`src/rtl/mem_align_unit.sv`:
```
// Memory-stage load/store sequencer: splits misaligned accesses into aligned
// word reads (loads) or byte writes (stores) and returns one registered response.
module mem_align_unit (
  input  logic        clk,
  input  logic        rst_n,
  input  logic        req_valid,
  output logic        req_ready,
  input  logic        req_we,
  input  logic [31:0] req_addr,
  input  logic [31:0] req_wdata,
  input  logic [2:0]  req_funct3,
  output logic        rsp_valid,
  output logic [31:0] rsp_rdata,
  output logic        rsp_err,
  output logic [31:0] dm_addr,
  output logic [31:0] dm_dataW,
  output logic [2:0]  dm_funct3,
  output logic        dm_MemRW,
  input  logic [31:0] dm_dataR,
  output logic [15:0] split_cnt
);

  localparam int unsigned XLEN = 32;
  localparam int unsigned F3W  = 3;
  localparam int unsigned CNTW = 16;

  localparam logic [F3W-1:0] F3_BYTE = 3'b000;
  localparam logic [F3W-1:0] F3_WORD = 3'b010;

  typedef enum logic [2:0] {
    S_IDLE    = 3'd0,
    S_ACCESS  = 3'd1,
    S_LD_LO   = 3'd2,
    S_LD_HI   = 3'd3,
    S_ST_BYTE = 3'd4,
    S_RESP    = 3'd5
  } state_e;

  state_e            state_q, state_d;
  logic              we_q, we_d;
  logic [XLEN-1:0]   addr_q, addr_d;
  logic [XLEN-1:0]   wdata_q, wdata_d;
  logic [F3W-1:0]    f3_q, f3_d;
  logic              cross_q, cross_d;
  logic [1:0]        idx_q, idx_d;
  logic [XLEN-1:0]   lo_q, lo_d;

  logic              rsp_valid_q, rsp_valid_d;
  logic [XLEN-1:0]   rsp_rdata_q, rsp_rdata_d;
  logic              rsp_err_q, rsp_err_d;
  logic [CNTW-1:0]   split_q, split_d;
  logic              ready_q, ready_d;
  logic [XLEN-1:0]   dm_addr_q, dm_addr_d;
  logic [XLEN-1:0]   dm_dataW_q, dm_dataW_d;
  logic [F3W-1:0]    dm_f3_q, dm_f3_d;
  logic              dm_we_q, dm_we_d;

  logic              accept_c;
  logic              in_legal_c;
  logic              in_mis_c;
  logic              in_cross_c;
  logic [1:0]        last_idx_c;

  function automatic logic legal_f3(input logic we, input logic [F3W-1:0] f3);
    logic ok;
    case (f3)
      3'b000, 3'b001, 3'b010: ok = 1'b1;
      3'b100, 3'b101:         ok = !we;
      default:                ok = 1'b0;
    endcase
    return ok;
  endfunction

  function automatic logic misaligned(input logic [1:0] sz, input logic [1:0] o);
    logic mis;
    case (sz)
      2'b10:   mis = (o != 2'b00);
      2'b01:   mis = o[0];
      default: mis = 1'b0;
    endcase
    return mis;
  endfunction

  function automatic logic [XLEN-1:0] extend(input logic [F3W-1:0] f3,
                                             input logic [XLEN-1:0] w);
    logic [XLEN-1:0] r;
    case (f3)
      3'b000:  r = {{24{w[7]}}, w[7:0]};
      3'b001:  r = {{16{w[15]}}, w[15:0]};
      3'b100:  r = {24'd0, w[7:0]};
      3'b101:  r = {16'd0, w[15:0]};
      default: r = w;
    endcase
    return r;
  endfunction

  // Extract the requested bytes from the {B,A} word pair starting at offset o.
  function automatic logic [XLEN-1:0] pick(input logic [F3W-1:0] f3,
                                           input logic [1:0] o,
                                           input logic [XLEN-1:0] hi,
                                           input logic [XLEN-1:0] lo);
    logic [2*XLEN-1:0] both;
    both = {hi, lo} >> {o, 3'b000};
    return extend(f3, both[XLEN-1:0]);
  endfunction

  assign accept_c   = req_valid && ready_q;
  assign in_legal_c = legal_f3(req_we, req_funct3);
  assign in_mis_c   = misaligned(req_funct3[1:0], req_addr[1:0]);
  assign in_cross_c = req_funct3[1] || (req_addr[1:0] == 2'b11);

  always_comb begin
    case (f3_q[1:0])
      2'b10:   last_idx_c = 2'd3;
      2'b01:   last_idx_c = 2'd1;
      default: last_idx_c = 2'd0;
    endcase
  end

  // State register and latched request fields.
  always_ff @(posedge clk or negedge rst_n) begin
    if (!rst_n) begin
      state_q <= S_IDLE;
      we_q    <= 1'b0;
      addr_q  <= '0;
      wdata_q <= '0;
      f3_q    <= '0;
      cross_q <= 1'b0;
      idx_q   <= 2'd0;
      lo_q    <= '0;
    end else begin
      state_q <= state_d;
      we_q    <= we_d;
      addr_q  <= addr_d;
      wdata_q <= wdata_d;
      f3_q    <= f3_d;
      cross_q <= cross_d;
      idx_q   <= idx_d;
      lo_q    <= lo_d;
    end
  end

  // Registered outputs.
  always_ff @(posedge clk or negedge rst_n) begin
    if (!rst_n) begin
      rsp_valid_q <= 1'b0;
      rsp_rdata_q <= '0;
      rsp_err_q   <= 1'b0;
      split_q     <= '0;
      ready_q     <= 1'b1;
      dm_addr_q   <= '0;
      dm_dataW_q  <= '0;
      dm_f3_q     <= '0;
      dm_we_q     <= 1'b0;
    end else begin
      rsp_valid_q <= rsp_valid_d;
      rsp_rdata_q <= rsp_rdata_d;
      rsp_err_q   <= rsp_err_d;
      split_q     <= split_d;
      ready_q     <= ready_d;
      dm_addr_q   <= dm_addr_d;
      dm_dataW_q  <= dm_dataW_d;
      dm_f3_q     <= dm_f3_d;
      dm_we_q     <= dm_we_d;
    end
  end

  // Next-state and request latching.
  always_comb begin
    state_d = state_q;
    we_d    = we_q;
    addr_d  = addr_q;
    wdata_d = wdata_q;
    f3_d    = f3_q;
    cross_d = cross_q;
    idx_d   = idx_q;
    lo_d    = lo_q;
    case (state_q)
      S_ACCESS: state_d = S_RESP;
      S_LD_LO: begin
        lo_d    = dm_dataR;
        state_d = cross_q ? S_LD_HI : S_RESP;
      end
      S_LD_HI: state_d = S_RESP;
      S_ST_BYTE: begin
        if (idx_q == last_idx_c) begin
          state_d = S_RESP;
        end else begin
          idx_d = idx_q + 2'd1;
        end
      end
      S_IDLE, S_RESP: begin
        state_d = S_IDLE;
        if (accept_c) begin
          we_d    = req_we;
          addr_d  = req_addr;
          wdata_d = req_wdata;
          f3_d    = req_funct3;
          cross_d = in_cross_c;
          idx_d   = 2'd0;
          if (!in_legal_c) begin
            state_d = S_RESP;
          end else if (in_mis_c) begin
            state_d = req_we ? S_ST_BYTE : S_LD_LO;
          end else begin
            state_d = S_ACCESS;
          end
        end
      end
      default: state_d = S_IDLE;
    endcase
  end

  // Output next values, derived from the upcoming state and fields.
  always_comb begin
    rsp_valid_d = (state_d == S_RESP);
    rsp_rdata_d = '0;
    rsp_err_d   = 1'b0;
    split_d     = split_q;
    ready_d     = (state_d == S_IDLE) || (state_d == S_RESP);
    dm_addr_d   = '0;
    dm_dataW_d  = '0;
    dm_f3_d     = '0;
    dm_we_d     = 1'b0;

    case (state_q)
      S_ACCESS: rsp_rdata_d = we_q ? '0 : dm_dataR;
      S_LD_LO: begin
        if (!cross_q) begin
          rsp_rdata_d = pick(f3_q, addr_q[1:0], '0, dm_dataR);
        end
      end
      S_LD_HI: rsp_rdata_d = pick(f3_q, addr_q[1:0], dm_dataR, lo_q);
      S_IDLE, S_RESP: begin
        if (accept_c) begin
          rsp_err_d = !in_legal_c;
          if (in_legal_c && in_mis_c) begin
            split_d = split_q + CNTW'(1);
          end
        end
      end
      default: ;
    endcase

    case (state_d)
      S_ACCESS: begin
        dm_addr_d  = addr_d;
        dm_f3_d    = f3_d;
        dm_we_d    = we_d;
        dm_dataW_d = we_d ? wdata_d : '0;
      end
      S_LD_LO: begin
        dm_addr_d = {addr_d[XLEN-1:2], 2'b00};
        dm_f3_d   = F3_WORD;
      end
      S_LD_HI: begin
        dm_addr_d = {addr_d[XLEN-1:2] + 30'd1, 2'b00};
        dm_f3_d   = F3_WORD;
      end
      S_ST_BYTE: begin
        dm_addr_d  = addr_d + XLEN'(idx_d);
        dm_f3_d    = F3_BYTE;
        dm_we_d    = 1'b1;
        dm_dataW_d = XLEN'(8'(wdata_d >> {idx_d, 3'b000}));
      end
      default: ;
    endcase
  end

  assign req_ready = ready_q;
  assign rsp_valid = rsp_valid_q;
  assign rsp_rdata = rsp_rdata_q;
  assign rsp_err   = rsp_err_q;
  assign split_cnt = split_q;
  assign dm_addr   = dm_addr_q;
  assign dm_dataW  = dm_dataW_q;
  assign dm_funct3 = dm_f3_q;
  assign dm_MemRW  = dm_we_q;

endmodule

```
`config.mk`:
```
export PLATFORM = sky130hd
export DESIGN_NAME = mem_align_unit
export DESIGN_NICKNAME = d
export VERILOG_FILES = /design/src/rtl/mem_align_unit.sv
export SDC_FILE = /design/constraint.sdc
export NUM_CORES = 1
export LEC_CHECK = 0
export BUFFER_PORTS_ARGS = -buffer_cell sky130_fd_sc_hd__buf_4
export CELL_PAD_IN_SITES_DETAIL_PLACEMENT = 1
export CELL_PAD_IN_SITES_GLOBAL_PLACEMENT = 1
export CORE_ASPECT_RATIO = 1.5
export CORE_UTILIZATION = 46
export DETAILED_ROUTE_END_ITERATION = 8
export PLACE_DENSITY_LB_ADDON = 0.2
export RECOVER_POWER = 25
export SKIP_LAST_GASP = 1
export SYNTH_ARGS = -nofsm -noshare
export SYNTH_HDL_FRONTEND = slang
export SYNTH_SLANG_ARGS = --single-unit
```
`constraint.sdc`:
```
create_clock -name clk -period 5 [get_ports clk]
set_input_delay 1 -clock clk [delete_from_list [all_inputs] [get_ports clk]]
set_output_delay 1 -clock clk [all_outputs]
set_load 0.005 [all_outputs]
```
# Yosys cells after proc, flatten, opt, wreduce, memory -nomap -nowiden
# Index checks and enable logic that the tools add are counted.
[totals]
regBits = 225
word_cells = 98
[op_classes]
n_addsub = 4
n_eq_ne = 23
n_shift = 3
n_mux = 33
n_reduce_logical = 18
[op_table]
columns = ["op", "count"]
rows = [
  ["32-bit case mux with 4 select lines", 3],
  ["32-bit two-way mux", 7],
  ["32-bit case mux with 3 select lines", 1],
  ["32-bit case mux with 2 select lines", 1],
  ["64-bit by 5-bit >> shifter with 32-bit output", 1],
  ["32-bit by 2-bit adder with 32-bit output", 1],
  ["32-bit by 5-bit >> shifter with 32-bit output", 1],
  ["32-bit by 5-bit >> shifter with 8-bit output", 1],
  ["30-bit by 1-bit adder with 30-bit output (second input constant)", 1],
  ["3-bit equality test (second input constant)", 8],
  ["3-bit two-way mux", 8],
  ["16-bit by 1-bit adder with 16-bit output (second input constant)", 1],
  ["3-bit by 2-bit equality test with 1-bit output (second input constant)", 5],
  ["3-bit by 1-bit equality test with 1-bit output (second input constant)", 4],
  ["3-bit zero test", 4],
  ["3-bit case mux with 4 select lines", 1],
  ["2-bit case mux with 2 select lines", 2],
  ["2-bit OR reduction", 4],
  ["2-bit equality test (second input constant)", 3],
  ["1-bit case mux with 2 select lines", 3],
  ["3-bit case mux with 2 select lines", 1],
  ["2-bit by 1-bit equality test with 1-bit output (second input constant)", 2],
  ["1-bit two-way mux", 4],
  ["2-bit two-way mux", 2],
  ["other kinds (9)", 12],
]

# Logic depth before layout (Yosys ltp)
# Gate-level depths: netlist of the first run.
[depth]
word_depth = 9
depth_mapped = 16
mapped_depth_nobuf = 12

# Worst setup path after synthesis of the first run
# Ideal clock, no wire load.
[synth_timing]
path_type = "in2reg"
from = "input port req_valid"
to = "register dm_addr_q[18], in the netlist dm_addr[18]"
arrival_ns = 3.797
required_time_ns = 4.862
setup_slack_ns = 1.065
path_stages = 15
n_path_buf = 3
cell_sequence = "and3b_1 > buf_6 > nand2_1 > clkbuf_1 > buf_1 > nand2_1 > nand2_1 > ha_1 > and4_1 > or3b_2 > o22a_1 > nor2_1 > nand2_1 > a21oi_1 > a31oi_1"
[synth_via]
elab_chain_cells = 5
[synth_lines]
columns = ["element", "line_no", "source"]
rows = [
  ["start, declared", "6", "input logic req_valid,"],
  ["1-bit logical AND (*)", "107", "assign accept_c = req_valid && ready_q;"],
  ["32-bit two-way mux (*)", "194", "if (accept_c) begin"],
  ["32-bit two-way mux (*)", "178", "case (state_q)"],
  ["net addr_d[3]", "41", "logic [XLEN-1:0] addr_q, addr_d;"],
  ["32-bit by 2-bit adder with 32-bit output / 30-bit by 1-bit adder with 30-bit output (equally long branches)", "261, 257", ""],
  ["32-bit case mux with 4 select lines (*)", "245", "case (state_d)"],
  ["net dm_addr_d[18]", "53", "logic [XLEN-1:0] dm_addr_q, dm_addr_d;"],
  ["end signal, assigned", "161", "dm_addr_q <= dm_addr_d;"],
  ["end, declared", "53", ""],
]
# The timed path passes the listed nets; every way through them passes the cells marked *.
# A chain may end at the register's enable or synchronous reset.

# Worst setup path in the final report of the first run
[layout_timing]
from = "register state_q[0]"
to = "register dm_addr_q[18], in the netlist dm_addr[18]"
[layout_via]
elab_chain_cells = 5
[layout_lines]
columns = ["element", "line_no", "source"]
rows = [
  ["start, declared", "39", "state_e state_q, state_d;"],
  ["start signal, assigned", "132", "state_q <= state_d;"],
  ["3-bit equality test / 3-bit zero test (equally long branches)", "178", ""],
  ["2-bit OR reduction (*)", "178", ""],
  ["32-bit two-way mux (*)", "178", ""],
  ["net addr_d[2]", "41", ""],
  ["32-bit by 2-bit adder with 32-bit output / 30-bit by 1-bit adder with 30-bit output (equally long branches)", "261, 257", ""],
  ["32-bit case mux with 4 select lines (*)", "245", ""],
  ["net dm_addr_d[18]", "53", ""],
]
# Marked as above.

==> flow_summary_export.csv, run 1 <==
group,metric,value,unit
run_status,status,"complete, no violations",
worst_hold_path,whs_path_depth,1,
timing,timing.slew.headroom,0.293,
worst_hold_path,hold_path.class,"register to register",
worst_setup_path,crit_path_end_kind,"register",
worst_setup_path,reg2reg_depth,13,
cells_and_area,drive_gt1_frac,0.247,
worst_setup_path,path_class,"register to register",
synthesis,async_reset_ff_frac,1.00,
floorplanning,die_area,26200,sq um
timing,rsz0062_at_grt,"false",
routing,antenna_left,0,
timing,min_period,3.60,ns
worst_setup_path,path_max_fanout,13,
power_and_ir_drop,p_int,5.31,mW
global_routing,grt_use_total,0.297,
floorplanning,pin_count,222,
power_and_ir_drop,comb_power_share,0.482,
global_routing,grt_start_max_net_pins,132,
worst_hold_path,min_to,"split_cnt[15]$_DFFE_PN0P_",
routing,dr.pass1.iters,5,
timing,drv_slew,0,
cells_and_area,fill_cells,2835,
place,portBuffers,221,
floorplanning,dieHeight,198,um
routing,post_drt_wl_per_cell,22.2,um
synthesis,yosysTopAreaCell,"dfrtp_1",
worst_setup_path,arrival,3.98,ns
clock_tree,cts_resized,0,
clock_tree,ctsHoldBuffers,0,
floorplanning,rows,71,
clock_tree,cts_setup_buffers,0,
routing,routed_via_density,5.95,
power_and_ir_drop,switching_power,3.80,mW
place,post-place-ws,1.13,ns
timing,setup_ws,1.40,ns
worst_setup_path,rr_startpoint,"state_q[0]$_DFF_PN0_",
place,placedCellCount,1706,
worst_hold_path,hp-start,"split_cnt[15]$_DFFE_PN0P_",
floorplanning,initial_core_util,0.469,
floorplanning,die_w,132,um
place,hpwl,27800,um
routing,dr_total_vias,10400,
synthesis,ys_warn_count,0,
global_routing,antenna_found_initial,2,
clock_tree,htreeDepth,1,
power_and_ir_drop,power_density,625,nW/um^2
synthesis,synth_ff_type,"dfrtp_1",
clock_tree,cts_root_buf,"clkbuf_16",
worst_setup_path,cp.required,5.38,ns
timing,fmax,278,MHz
timing,fin_crit_sh,0.720,
routing,drt_wl_total,38700,um
flow_run,max_cap_viol_count,0,
synthesis,synth_area,11700,sq um
cells_and_area,nets,1517,
clock_tree,worstSkewPairLatency,0.51,ns
clock_tree,cts.clk_slew.worst_paths,0.06,ns
routing,drt-met1-wl,14000,um
clock_tree,cts_tree,"done",
global_routing,grt_pass1_vias,11100,
clock_tree,cts_sinks,225,
power_and_ir_drop,power_frac_seq,0.315,
worst_setup_path,r2r_end,"dm_addr[18]$_DFF_PN0_",
clock_tree,cts_made_buffers,23,
routing,top_layer,"met4",
floorplanning,fp.coreArea,25100,sq um
cells_and_area,fin_cells,1749,
worst_setup_path,worst_setup_path_start_kind,"register",
synthesis,synth_edf_count,0,
global_routing,grt_overflow,0,
place,gp_congestion,0.921,
timing,skew,0.00997,ns
routing,route.detailed.drc,0,
synthesis,netlist_instances,1202,
power_and_ir_drop,clkPwrFrac,0.202,
routing,drt_iter0_markers,602,
timing,report.final.hold_viol_count,0,
synthesis,synth_fp_nets,1316,
timing,fin_tns_setup,0,ns
cells_and_area,area_growth,24.2,%
global_routing,grt_first_pass_wirelength,60700,um
synthesis,synth_top_area_share,0.477,
clock_tree,cts.path.max_buffers,3,
synthesis,avgSynthCellArea,9.77,sq um
timing,tightest_slew,1.06,ns
power_and_ir_drop,vdd_drop_max,0.314,mV
timing,setup_violations,0,
power_and_ir_drop,sw_frac_of_total,0.417,
synthesis,synthTopCellsByArea,"dfrtp_1 (48%), mux2i_1 (10%), nand2_1 (5.1%)",
synthesis,synth-seq-cells,225,
synthesis,yosysMostFrequentCell,"dfrtp_1",
synthesis,synth_cell_types,75,
synthesis,synth.yosys.seq_area_share,0.480,
worst_setup_path,r2r_slack,1.40,ns
routing,route.met3.wl,1670,um
routing,wl_met2,21300,um
power_and_ir_drop,leakagePower,7.00,nW
synthesis,synth_common_cells,"dfrtp_1 (224), nand2_1 (159), mux2i_1 (119), inv_1 (72), nor2_1 (72)",
## final cells by class
class | instances | area (sq um) | share of cell area
sequential | 225 | 5630 | 0.386
multi-input combinational | 830 | 5570 | 0.382
timing repair buffer | 248 | 1880 | 0.129
clock buffer | 32 | 649 | 0.0445
tap | 328 | 410 | 0.0281
inverter | 75 | 282 | 0.0193
clock inverter | 9 | 155 | 0.0106
antenna | 2 | 5.00 | 0.000343
## state kept, by name (all words and copies together) (netlist names)
name	flops
addr_q	32
dm_addr	32
dm_dataW	32
lo_q	32
rsp_rdata	32
wdata_q	32
split_cnt	16
dm_funct3	3
f3_q	3
state_q	3
idx_q	2
cross_q	1
dm_MemRW	1
req_ready	1
rsp_err	1
rsp_valid	1
we_q	1
## worst max-delay path by stage
stage                               startpoint               endpoint
after floorplan                      req_valid  dm_addr[18]$_DFF_PN0_
after CTS                 state_q[0]$_DFF_PN0_  dm_addr[18]$_DFF_PN0_
after global placement           req_funct3[1]   dm_addr[4]$_DFF_PN0_
final                     state_q[0]$_DFF_PN0_  dm_addr[18]$_DFF_PN0_
after global routing      state_q[0]$_DFF_PN0_  dm_addr[12]$_DFF_PN0_
after detailed placement             req_valid  dm_addr[18]$_DFF_PN0_
## routing by layer
metal / track usage / up-vias
li1: - / 4687
met1: 0.322 / 5264
met2: 0.568 / 358
met3: 0.0328 / 105
met4: 0.148 / 0
met5: 0 / -
## cell families after synthesis
group,count (synthesis),synth area share
compound gates,278,0.152
xor+xnor,20,0.0156
fa+ha+maj,12,0.0132
buf+inv,147,0.0503
flops,225,0.480
mux,165,0.148
simple gates,355,0.141
## placed cells by master, fill, tap and decap left out, types with 4 or more instances in the layout
| cell | count |
|---|---|
| buf_4 | 246 |
| dfrtp_1 | 223 |
| nand2_1 | 159 |
| mux2i_1 | 119 |
| inv_1 | 72 |
| nor2_1 | 71 |
| a21oi_1 | 69 |
| o21ai_0 | 64 |
| mux2_2 | 43 |
| nand3_1 | 33 |
| o22ai_1 | 26 |
| a31oi_1 | 25 |
| nand4_1 | 24 |
| clkbuf_16 | 23 |
| xnor2_1 | 14 |
| o211ai_1 | 12 |
| ha_1 | 10 |
| and2_1 | 9 |
| a211oi_1 | 9 |
| a221o_1 | 8 |
| and3_1 | 8 |
| a21o_1 | 8 |
| nor2b_1 | 7 |
| o21a_1 | 7 |
| and4_1 | 7 |
| xor2_1 | 5 |
| nand2b_1 | 5 |
| a22oi_1 | 5 |
| nor3_1 | 5 |
| nor4_1 | 5 |
| clkbuf_1 | 5 |
| o221ai_1 | 4 |
| a222oi_1 | 4 |
| a211o_1 | 4 |
| a41oi_1 | 4 |
| bufinv_16 | 4 |
| clkbuf_8 | 4 |
## power groups by stage
stage               clock [mW]  sequential (mW)  combinational [mW]
finish                    1.84             2.87                4.40
global route              1.94             2.93                4.76
CTS                       1.88             2.87                4.39
detailed placement           0             2.89                4.34
global placement             0             2.86                4.19
floorplan                    0             2.74                2.78
## worst max-delay path: stages (launching register included)
cell     delay [ns]
dfrtp_1        0.52
xor2_1         0.23
buf_4          0.23
nor2_4         0.33
mux2i_1        0.19
inv_1          0.15
ha_1           0.31
and4_1         0.26
or3b_2         0.47
o22a_1         0.27
nor2_1         0.20
nand2_1        0.08
a21oi_1        0.14
a31oi_1        0.09
## through the flow
step / hold WS (ns) / cell area, sq um / util / power, mW
final: 0.486 / 14600 / 0.582 / 9.11
after global routing: 0.519 / 14600 / 0.582 / 9.63
after CTS: 0.492 / 14600 / 0.582 / 9.14
after detailed placement: 0.482 / 13800 / 0.550 / 7.23
after global placement: 0.463 / 13800 / 0.550 / 7.05
after floorplan: 0.465 / 11700 / - / 5.52
Power figures use the tool's default switching activity.
==> run 2: changes to the inputs <==
- ABC_AREA: not set -> 1
- CORE_UTILIZATION: 46 -> 41
- clock period: 5 -> 3.4 ns (I/O delays scaled with it)
==> run 2 against run 1 <==
  * The run now ends with capacitance limit, slew limit left
  * Synthesized cell count increased by 48%
  * Fmax up 22%
  * Via count rose by 24%
  * Design area grew 9.6%
  * Die area is 25% higher
  * Sequential cell count is the same
  * Cell count up 37%
  * Largest cell class is now multi-input combinational cells
  * Highest routed layer unchanged
==> flow_summary_export.csv, run 2 <==
group,metric,value,unit
clock_tree,cts_sinks,225,
synthesis,synth_cell_types,40,
routing,post_drt_wl_per_cell,19.4,um
worst_setup_path,r2r_slack,0.45,ns
worst_setup_path,worst_setup_path_start_kind,"register",
power_and_ir_drop,leakagePower,8.16,nW
floorplanning,pin_count,222,
floorplanning,rows,79,
synthesis,async_reset_ff_frac,1.00,
power_and_ir_drop,sw_frac_of_total,0.488,
synthesis,synth_top_area_share,0.427,
timing,report.final.hold_viol_count,0,
timing,setup_violations,0,
place,hpwl,33900,um
worst_hold_path,hold_path.class,"input port to register",
worst_setup_path,cp.required,3.83,ns
floorplanning,initial_core_util,0.420,
synthesis,ys_warn_count,0,
synthesis,yosysMostFrequentCell,"nand2_1",
floorplanning,dieHeight,221,um
routing,dr_total_vias,12900,
power_and_ir_drop,power_density,939,nW/um^2
flow_run,max_cap_viol_count,1,
clock_tree,cts.clk_slew.worst_paths,0.06,ns
synthesis,avgSynthCellArea,7.38,sq um
global_routing,top_usage_layer,"met2",
synthesis,synth-seq-cells,225,
synthesis,synth.yosys.seq_area_share,0.429,
run_status,violations,"capacitance limit, slew limit",
global_routing,met3_usage,0.0299,
floorplanning,die_w,148,um
worst_setup_path,cp_common_cell,"nand2_1",
place,portBuffers,221,
clock_tree,cts_made_buffers,25,
routing,dr.pass1.iters,5,
synthesis,synth_edf_count,0,
timing,tightest_slew,1.64,ns
synthesis,synth_ff_type,"dfrtp_1",
clock_tree,cts.path.max_buffers,3,
cells_and_area,area_growth,21.8,%
routing,routed_via_density,5.36,
power_and_ir_drop,p_total,15.0,mW
cells_and_area,fill_cells,4005,
global_routing,grtUsageMet2,0.540,
cells_and_area,final_common_cell,"nand2_1",
cells_and_area,nets,2091,
global_routing,grt_pass1_vias,13900,
timing,fin_crit_sh,0.869,
synthesis,synth_area,13100,sq um
global_routing,grt_overflow,0,
timing,fin_tns_setup,0,ns
run_status,status,"complete, but fails checks",
routing,drt_wl_total,46500,um
cells_and_area,diodes,0,
worst_setup_path,crit_chain,"inv_1 > ha_1 > xnor2_1 > a21boi_0 > xor2_1 > nand2_1 > nand2_1 > ha_1 > a21oi_2 > inv_1 > nand2_1 > inv_1 > nand2_1 > nand2_1 > nand3_1 > nand3_1",
clock_tree,htreeDepth,1,
power_and_ir_drop,power_frac_seq,0.267,
worst_setup_path,path_max_fanout,4,
worst_setup_path,crit_path_end_kind,"register",
timing,rsz0062_at_grt,"false",
timing,timing.slew.headroom,-0.0957,
power_and_ir_drop,p_int,7.68,mW
power_and_ir_drop,clkPwrFrac,0.191,
floorplanning,fp.coreArea,31200,sq um
cells_and_area,regArea,5630,sq um
global_routing,grt_use_total,0.289,
routing,drt_iter0_markers,555,
cells_and_area,most-common-layout-cells,"nand2_1 (585), buf_4 (248), dfrtp_1 (223)",
global_routing,use_met1,0.308,
timing,skew,0.0176,ns
timing,min_period,2.95,ns
global_routing,grt_first_pass_wirelength,73600,um
synthesis,synth_fp_nets,1892,
clock_tree,ctsHoldBuffers,0,
floorplanning,die_area,32700,sq um
worst_setup_path,max_stage_delay,0.35,ns
routing,antenna_left,0,
global_routing,antenna_found_initial,0,
clock_tree,worstSkewPairLatency,0.56,ns
synthesis,synthTopCellsByArea,"dfrtp_1 (43%), nand2_1 (17%), nand3_1 (8.0%)",
cells_and_area,drive_gt1_frac,0.213,
clock_tree,cts_root_buf,"clkbuf_16",
clock_tree,cts_tree,"done",
place,gp_congestion,0.928,
global_routing,grt_start_max_net_pins,79,
synthesis,netlist_instances,1778,
worst_setup_path,cp_slowest_cell,"dfrtp_1",
power_and_ir_drop,comb_power_share,0.542,
cells_and_area,multi_input_area,6430,sq um
worst_setup_path,arrival,3.39,ns
timing,fmax,338,MHz
routing,route.detailed.drc,0,
synthesis,synth_common_cells,"nand2_1 (585), dfrtp_1 (224), nand3_1 (210), o21ai_0 (165), inv_1 (158)",
worst_setup_path,path_class,"register to register",
timing,drv_slew,66,
power_and_ir_drop,vdd_drop_max,0.443,mV
power_and_ir_drop,switching_power,7.32,mW
synthesis,yosysTopAreaCell,"dfrtp_1",
## run 2: layout make-up
cell class,instances,area share
tap,405,0.0317
clock inverter,12,0.00963
sequential,225,0.352
timing repair buffer,253,0.119
inverter,173,0.0406
clock buffer,34,0.0438
multi-input combinational,1299,0.403
## run 2: cell families (layout without fill, tap and decap cells)
logic type / count (synthesis) / in the layout / share of synthesized area
compound gates: 267 / 267 / 0.108
xor+xnor: 21 / 21 / 0.0140
fa+ha+maj: 11 / 11 / 0.0111
buf+inv: 254 / 472 / 0.0817
flops: 225 / 225 / 0.429
mux: 4 / 4 / 0.00305
simple gates: 996 / 996 / 0.353
## run 2: path summary, 6_finish.rpt
check / startpoint / endpoint / cells past startpoint
worst max-delay path: f3_q[0]$_DFF_PN0_ / dm_addr[21]$_DFF_PN0_ / 16
worst min-delay path: dm_dataR[4] / rsp_rdata[4]$_DFF_PN0_ / 3
worst max register to register: f3_q[0]$_DFF_PN0_ / dm_addr[21]$_DFF_PN0_ / 16
worst min register to register: lo_q[7]$_DFFE_PN0P_ / lo_q[7]$_DFFE_PN0P_ / 2
max in group asynchronous: rst_n / addr_q[0]$_DFF_PN0_ / 2
min in group asynchronous: rst_n / dm_dataW[8]$_DFF_PN0_ / 1
## run 2: per-stage QoR
stage | setup slack [ns] | instances | hold WS (ns) | instance area (sq um) | utilization
after CTS | 0.238 | 2401 | 0.0840 | 16000 | 0.512
after floorplan | 0.603 | 1778 | 0.384 | 13100 | -
after global placement | 0.338 | 2355 | 0.470 | 15200 | 0.485
after global routing | 0.163 | 2401 | 0.367 | 16000 | 0.512
final | 0.446 | 2401 | 0.365 | 16000 | 0.512
after detailed placement | 0.264 | 2355 | 0.481 | 15200 | 0.485
## run 2: repair_timing
| item | CTS | global route |
|---|---|---|
| resized for setup | 0 | 1 |
| endpoints found under the setup margin | 0 | 1 |
| setup buffers | 0 | 0 |
## run 2: layer usage
layer | up-vias | routed length, um | share of wire
met2 | 342 | 25000 | 0.54
met1 | 6312 | 17000 | 0.36
met4 | 0 | 2880 | 0.062
met5 | - | 0 | 0
met3 | 142 | 1700 | 0.036
li1 | 6084 | - | -
## run 2: worst max-delay path: cells and delay by family, from the launching register on
kind | cells | cell delay, ns
flip-flops | 1 | 0.35
XOR/XNOR | 2 | 0.32
adder cells (fa/ha/maj) | 2 | 0.52
AO/OA/AOI/OAI | 2 | 0.54
buffers and inverters | 3 | 0.35
AND/OR/NAND/NOR | 7 | 0.74
## run 2: power groups by stage
stage | Clock [mW] | Combinational (mW) | Sequential, mW
6_report | 2.87 | 8.13 | 4.01
5_1_grt | 3.02 | 9.01 | 4.09
2_1_floorplan | 0 | 5.40 | 3.92
4_1_cts | 2.92 | 8.16 | 4.01
3_5_place_dp | 0 | 8.09 | 4.05
3_3_place_gp | 0 | 7.81 | 4.02
